`config.mk`:
```
export PLATFORM = sky130hd
export DESIGN_NAME = seq_restoring_divider
export DESIGN_NICKNAME = d
export VERILOG_FILES = /design/src/rtl/seq_restoring_divider.sv
export SDC_FILE = /design/constraint.sdc
export NUM_CORES = 1
export LEC_CHECK = 0
export CORE_MARGIN = 2
export CORE_UTILIZATION = 55
export DETAILED_ROUTE_END_ITERATION = 7
export MAX_ROUTING_LAYER = met4
export PLACE_DENSITY = 0.83
export SYNTH_ARGS = -nofsm -noshare
export SYNTH_HDL_FRONTEND = slang
export SYNTH_SLANG_ARGS = --single-unit
```
`constraint.sdc`:
```
create_clock -name clk -period 4.9 [get_ports clk]
set_input_delay 1.225 -clock clk [delete_from_list [all_inputs] [get_ports clk]]
set_output_delay 1.225 -clock clk [all_outputs]
set_load 0.005 [all_outputs]
```
`src/rtl/seq_restoring_divider.sv`:
```
// Sequential restoring divider: 2N-bit dividend / N-bit divisor, one quotient bit per clock.
// Valid/ready on both sides; a zero divisor short-circuits straight to a flagged result.
module seq_restoring_divider #(
   parameter int unsigned N = 4
) (
   input  logic           clk,
   input  logic           rst,
   input  logic           in_valid,
   output logic           in_ready,
   input  logic [2*N-1:0] dividend,
   input  logic [N-1:0]   divisor,
   output logic           out_valid,
   input  logic           out_ready,
   output logic [2*N-1:0] quotient,
   output logic [N-1:0]   remainder,
   output logic           dbz
);

   localparam int unsigned CntW = (2 * N > 1) ? $clog2(2 * N) : 1;

   typedef enum logic [1:0] {
      StIdle,
      StCalc,
      StHold
   } state_e;

   state_e           state_q;
   logic [2*N-1:0]   q_q;
   logic [N-1:0]     r_q;
   logic [N-1:0]     div_q;
   logic [CntW-1:0]  cnt_q;
   logic             in_ready_q;
   logic             out_valid_q;
   logic [2*N-1:0]   quotient_q;
   logic [N-1:0]     remainder_q;
   logic             dbz_q;

   logic [N:0]       trial;
   logic [N:0]       diff;
   logic             ge;
   logic [N-1:0]     r_d;
   logic [2*N-1:0]   q_d;
   logic             last_step;

   // One restoring step: shift the next dividend bit into the partial remainder and subtract
   // the divisor when it fits. R < divisor always holds, so the trial fits N+1 bits.
   always_comb begin
      trial     = {r_q, q_q[2*N-1]};
      diff      = trial - {1'b0, div_q};
      ge        = (trial >= {1'b0, div_q});
      r_d       = ge ? diff[N-1:0] : trial[N-1:0];
      q_d       = {q_q[2*N-2:0], ge};
      last_step = (cnt_q == CntW'(2 * N - 1));
   end

   always_ff @(posedge clk) begin
      if (rst) begin
         state_q     <= StIdle;
         q_q         <= '0;
         r_q         <= '0;
         div_q       <= '0;
         cnt_q       <= '0;
         in_ready_q  <= 1'b1;
         out_valid_q <= 1'b0;
         quotient_q  <= '0;
         remainder_q <= '0;
         dbz_q       <= 1'b0;
      end else begin
         unique case (state_q)
            StIdle: begin
               if (in_valid) begin
                  in_ready_q <= 1'b0;
                  if (divisor != '0) begin
                     div_q   <= divisor;
                     q_q     <= dividend;
                     r_q     <= '0;
                     cnt_q   <= '0;
                     state_q <= StCalc;
                  end else begin
                     quotient_q  <= '1;
                     remainder_q <= '0;
                     dbz_q       <= 1'b1;
                     out_valid_q <= 1'b1;
                     state_q     <= StHold;
                  end
               end
            end
            StCalc: begin
               q_q   <= q_d;
               r_q   <= r_d;
               cnt_q <= cnt_q + CntW'(1);
               if (last_step) begin
                  quotient_q  <= q_d;
                  remainder_q <= r_d;
                  dbz_q       <= 1'b0;
                  out_valid_q <= 1'b1;
                  state_q     <= StHold;
               end
            end
            StHold: begin
               if (out_ready) begin
                  out_valid_q <= 1'b0;
                  in_ready_q  <= 1'b1;
                  state_q     <= StIdle;
               end
            end
            default: begin
               in_ready_q  <= 1'b1;
               out_valid_q <= 1'b0;
               state_q     <= StIdle;
            end
         endcase
      end
   end

   assign in_ready  = in_ready_q;
   assign out_valid = out_valid_q;
   assign quotient  = quotient_q;
   assign remainder = remainder_q;
   assign dbz       = dbz_q;

endmodule
```
==> flow_results.org <==
** Floorplan
- The core region is roughly 3000 um^2.
- During I/O placement, the number of pins put on the boundary was 31.
- The die covers about 3600 um^2.
- For this configuration, the core starts out at a cell density of 0.574.
- In this run the horizontal extent of the chip is 60.2 um.
- Cell Rows :: 20
- Die Y-Extent :: between 60 and 70 um

** Clock network
- Clock tree synthesis selected as its root buffer the cell sky130_fd_sc_hd__clkbuf_4.
- In this run the deepest clock path goes through 2 buffers.
- The number of setup buffers added after CTS is 0.
- At the later pin of the worst-skew pair, clock insertion delay measures 0.35 ns.
- TritonCTS created 5 clock buffers.
- Num Clock Sinks :: 36
- Clock-pin slew was measured on the worst setup and hold paths at about 0.12 ns.
- CTS built an H-tree with a depth of 2.
- Number of cells upsized or downsized after cts :: 0
- Quantity of hold-fixing buffers added after cts :: 0
- TritonCTS built the clock tree.

** Pwr
- The worst-case IR drop observed on VDD is 0.000162 V.
- Portion of total power attributed to combinational logic :: 0.243
- Internal power comes to approximately 0.49 mW.
- In this run the static leakage power is between 0.7 and 0.8 nW.
- The analysis attributes to net switching a power of around 0.23 mW.
- Of the total power, the share spent switching nets is 0.320.
- Pwr/cell area :: roughly 340 nW/um^2
- Fraction of power consumed by the clock network :: 0.293
- Sequential share of power :: 0.464

** Worst setup path
- Slowest cell delay on critical path :: roughly 0.57 ns
- Last element of the critical path :: q_q[1]
- Along the worst path, the maximum fanout reaches 15.
- Across all register-to-register paths, the minimum setup slack is approximately 2.4 ns.
- The number of cells on the worst reg-to-reg path is 4.
- The worst setup path is of the in -> reg kind.
- Worst Setup SP :: in_valid
- The worst register-to-register path ends at q_q[1].
- The largest individual stage delay along the critical path comes from the cell sky130_fd_sc_hd__a21o_1.
- Worst endpoint data arrival time :: 3.08 ns
- Traced cell by cell, the critical path runs through clkdlybuf4s50_1 -> nor2b_1 -> a21o_1 -> nor2_1 -> a311oi_2.
- STA classifies the critical path startpoint as a primary input.
- In this run the critical register-to-register path is launched from state_q[0].
- Data on the critical path is required at its endpoint by 5.17 ns.
- CP endpoint kind :: register
- The number of buffers and inverters on the critical path is 1.
- Among cell families on the critical path, the largest total delay comes from compound AO/OA/AOI/OAI gates.
- In this run the number of cells on the critical path is 5.

** Logic synthesis
- Library cell with the highest instance count after synthesis :: sky130_fd_sc_hd__dfxtp_1
- Summing every instance area after synthesis gives between 1500 and 2000 um^2.
- Compound-Gate Fraction of Synth Area :: 0.215
- Of the total synthesized cell area, the portion taken by AND, OR, NAND and NOR gates is 0.256.
- Dominant combinational cell family by area after synthesis :: simple AND/OR/NAND/NOR gates
- For this run, the register share of the synthesized area comes to 0.415.
- Portion of netlist area occupied by mux cells :: 0
- In this run, synthesis produced a sequential element count of 36.
- Post-synth EDFFs :: 0
- Per-instance average area after synthesis :: 8.77 um^2
- For this run, asynchronously set or reset flops after synthesis account for 0.
- Counting every instance in the synthesized netlist gives about 200.
- Cell accounting for the most synthesized area :: sky130_fd_sc_hd__dfxtp_1
- Of the total synthesized cell area, the portion taken by full adders, half adders and majority gates is 0.0548.
- The commonest cells after synthesis are sky130_fd_sc_hd__dfxtp_1 (36), sky130_fd_sc_hd__nand2_1 (27), sky130_fd_sc_hd__nor2_1 (26), sky130_fd_sc_hd__nor3_1 (16), sky130_fd_sc_hd__a21oi_1 (9).
- Unique cell type count in the Yosys netlist :: 42
- Sorting the synthesized cells by area gives the leading types as sky130_fd_sc_hd__dfxtp_1 (41%), sky130_fd_sc_hd__a311oi_2 (6.1%), sky130_fd_sc_hd__nand2_1 (5.8%).
- Main flop type after synthesis :: sky130_fd_sc_hd__dfxtp_1
- Synth warn :: 0
- Of the post-synthesis cell area, the dominant cell type holds 0.415.
- Xor/xnor share of the synthesized area :: 0.00504
- Synthesized net count :: 221

** Detailed routing
- In this run the remaining antenna-violating nets after routing total 0.
- In the routed design, unresolved DRC markers number 0.
- Number of vias after detailed routing :: 1520
- The final layout contains routed wiring with a total length of 3.75 mm.
- The first detailed-routing pass ran for 4 iterations.
- Average routed wire per standard cell :: 14.0 um
- After detailed routing, the number of vias per cell comes to about 5.7.
- After the first detailed-routing iteration, the DRC count stood at 84.

** Placement
- In this run the tool buffered the top-level ports with 30 buffer cells.
- The congestion estimate from routability-driven global placement came to roughly 0.75.
- After legalization and detailed placement, the total HPWL measured around 2.7 mm.

** STA
- Setup total negative slack :: 0 ns
- Setup repair after global routing left no endpoint under its margin.
- The tightest hold path in the finished design has a slack of ~0.47 ns.
- Final period util :: 0.573
- Fin. max-slew vios :: 0
- The hold violation count in the final report was 0.
- Final setup viols :: 0
- In this run the tightest slew margin relative to its limit is 0.253.
- Max Clock Freq :: around 360 MHz
- Slew at the pin closest to its max-slew limit :: between 1 and 1.5 ns
- Clock period minus final worst setup slack :: 2.81 ns
- Layout Skew :: about 0.011 ns

** Layout
- Final #Nets :: 246
- Area growth from synthesis to final layout :: 21.5%
- # diodes :: 0
- Share of final-layout standard cells stronger than drive strength 1 :: 0.112

** Global route
- Initial antenna violation count :: 0
- Overall overflow remaining after global route :: 0
- The via count of the first global-routing pass came to about 1500.
- Tot GR Track Use :: 0.238
- The first global-routing pass estimated approximately 6.2 mm of wire.
- Entering global routing, the biggest net connects 36 pins.

** Flow run
- Max-cap violations in this run came to 0.

** Hold path
- Worst min path class :: reg -> reg
- Launch instance of the worst min-delay path :: div_q[3]

** Run status
- Run status :: finished clean
[stage by stage]
stage               utilization  worst slack [ns]  total power [mW]  cells  cell area (um^2)
finish                    0.697              2.09             0.727    268              2110
global route              0.697              1.96             0.767    268              2110
CTS                       0.697              2.09             0.726    268              2110
detailed placement        0.670              1.72             0.518    260              2030
global placement          0.670              1.79             0.510    260              2030
floorplan                     -              2.47             0.473    198              1740
[worst reg2reg max path: cells and delay by family (launching register included)]
kind,cells,cell delay [ns]
compound gates,2,0.80
flops,1,0.55
simple gates,2,1.06
[cell type report]
type | instances | area [um^2]
clock buffer | 5 | 37.5
clock inverter | 3 | 42.5
fill | 250 | 918
inverter | 6 | 22.5
multi-input combinational | 143 | 923
sequential | 36 | 721
tap | 44 | 55.1
timing repair buffer | 31 | 308
[kinds of logic after synthesis]
kind of cell,after synthesis
XOR/XNOR,1
AND/OR/NAND/NOR,91
AO/OA/AOI/OAI,44
adder cells (fa/ha/maj),7
buffers and inverters,19
flip-flops,36
[how the worst min path moves through the flow]
stage	slack, ns	to	cells after the start
after floorplan	0.43	r_q[3]	2
after global placement	0.44	r_q[3]	2
after detailed placement	0.45	div_q[3]	2
after CTS	0.47	div_q[3]	2
after global routing	0.49	div_q[3]	2
final	0.47	div_q[3]	2
[metal layers]
layer / wire [um] / vias to the layer above / global-route usage
li1: - / 757 / -
met1: 1650 / 716 / 0.268
met2: 1890 / 40 / 0.405
met3: 153 / 7 / 0.0714
met4: 58 / 0 / 0.0667
met5: 0 / - / -
[state kept, by name, indices dropped and copies added (netlist names)]
name,cells
q_q,8
quotient,8
div_q,4
r_q,4
remainder,4
cnt_q,3
state_q,2
dbz,1
in_ready,1
out_valid,1
[placed cells by master (no fill, tap or decap), drive strengths merged, types with 5 or more instances in the layout]
cell / instances
clkbuf: 5
dfxtp: 36
nand2: 27
a311oi: 7
inv: 6
clkdlybuf4s50: 30
nor3: 16
ha: 6
a21oi: 9
o21ai: 5
a211oi: 5
nor2: 26
[power groups by stage]
stage	logic (mW)	clock network, mW	registers, mW
2_1_floorplan	0.138	0	0.335
3_3_place_gp	0.168	0	0.343
3_5_place_dp	0.174	0	0.344
4_1_cts	0.175	0.214	0.337
5_1_grt	0.198	0.227	0.341
6_report	0.177	0.213	0.337
(Power assumes the default switching activity.)
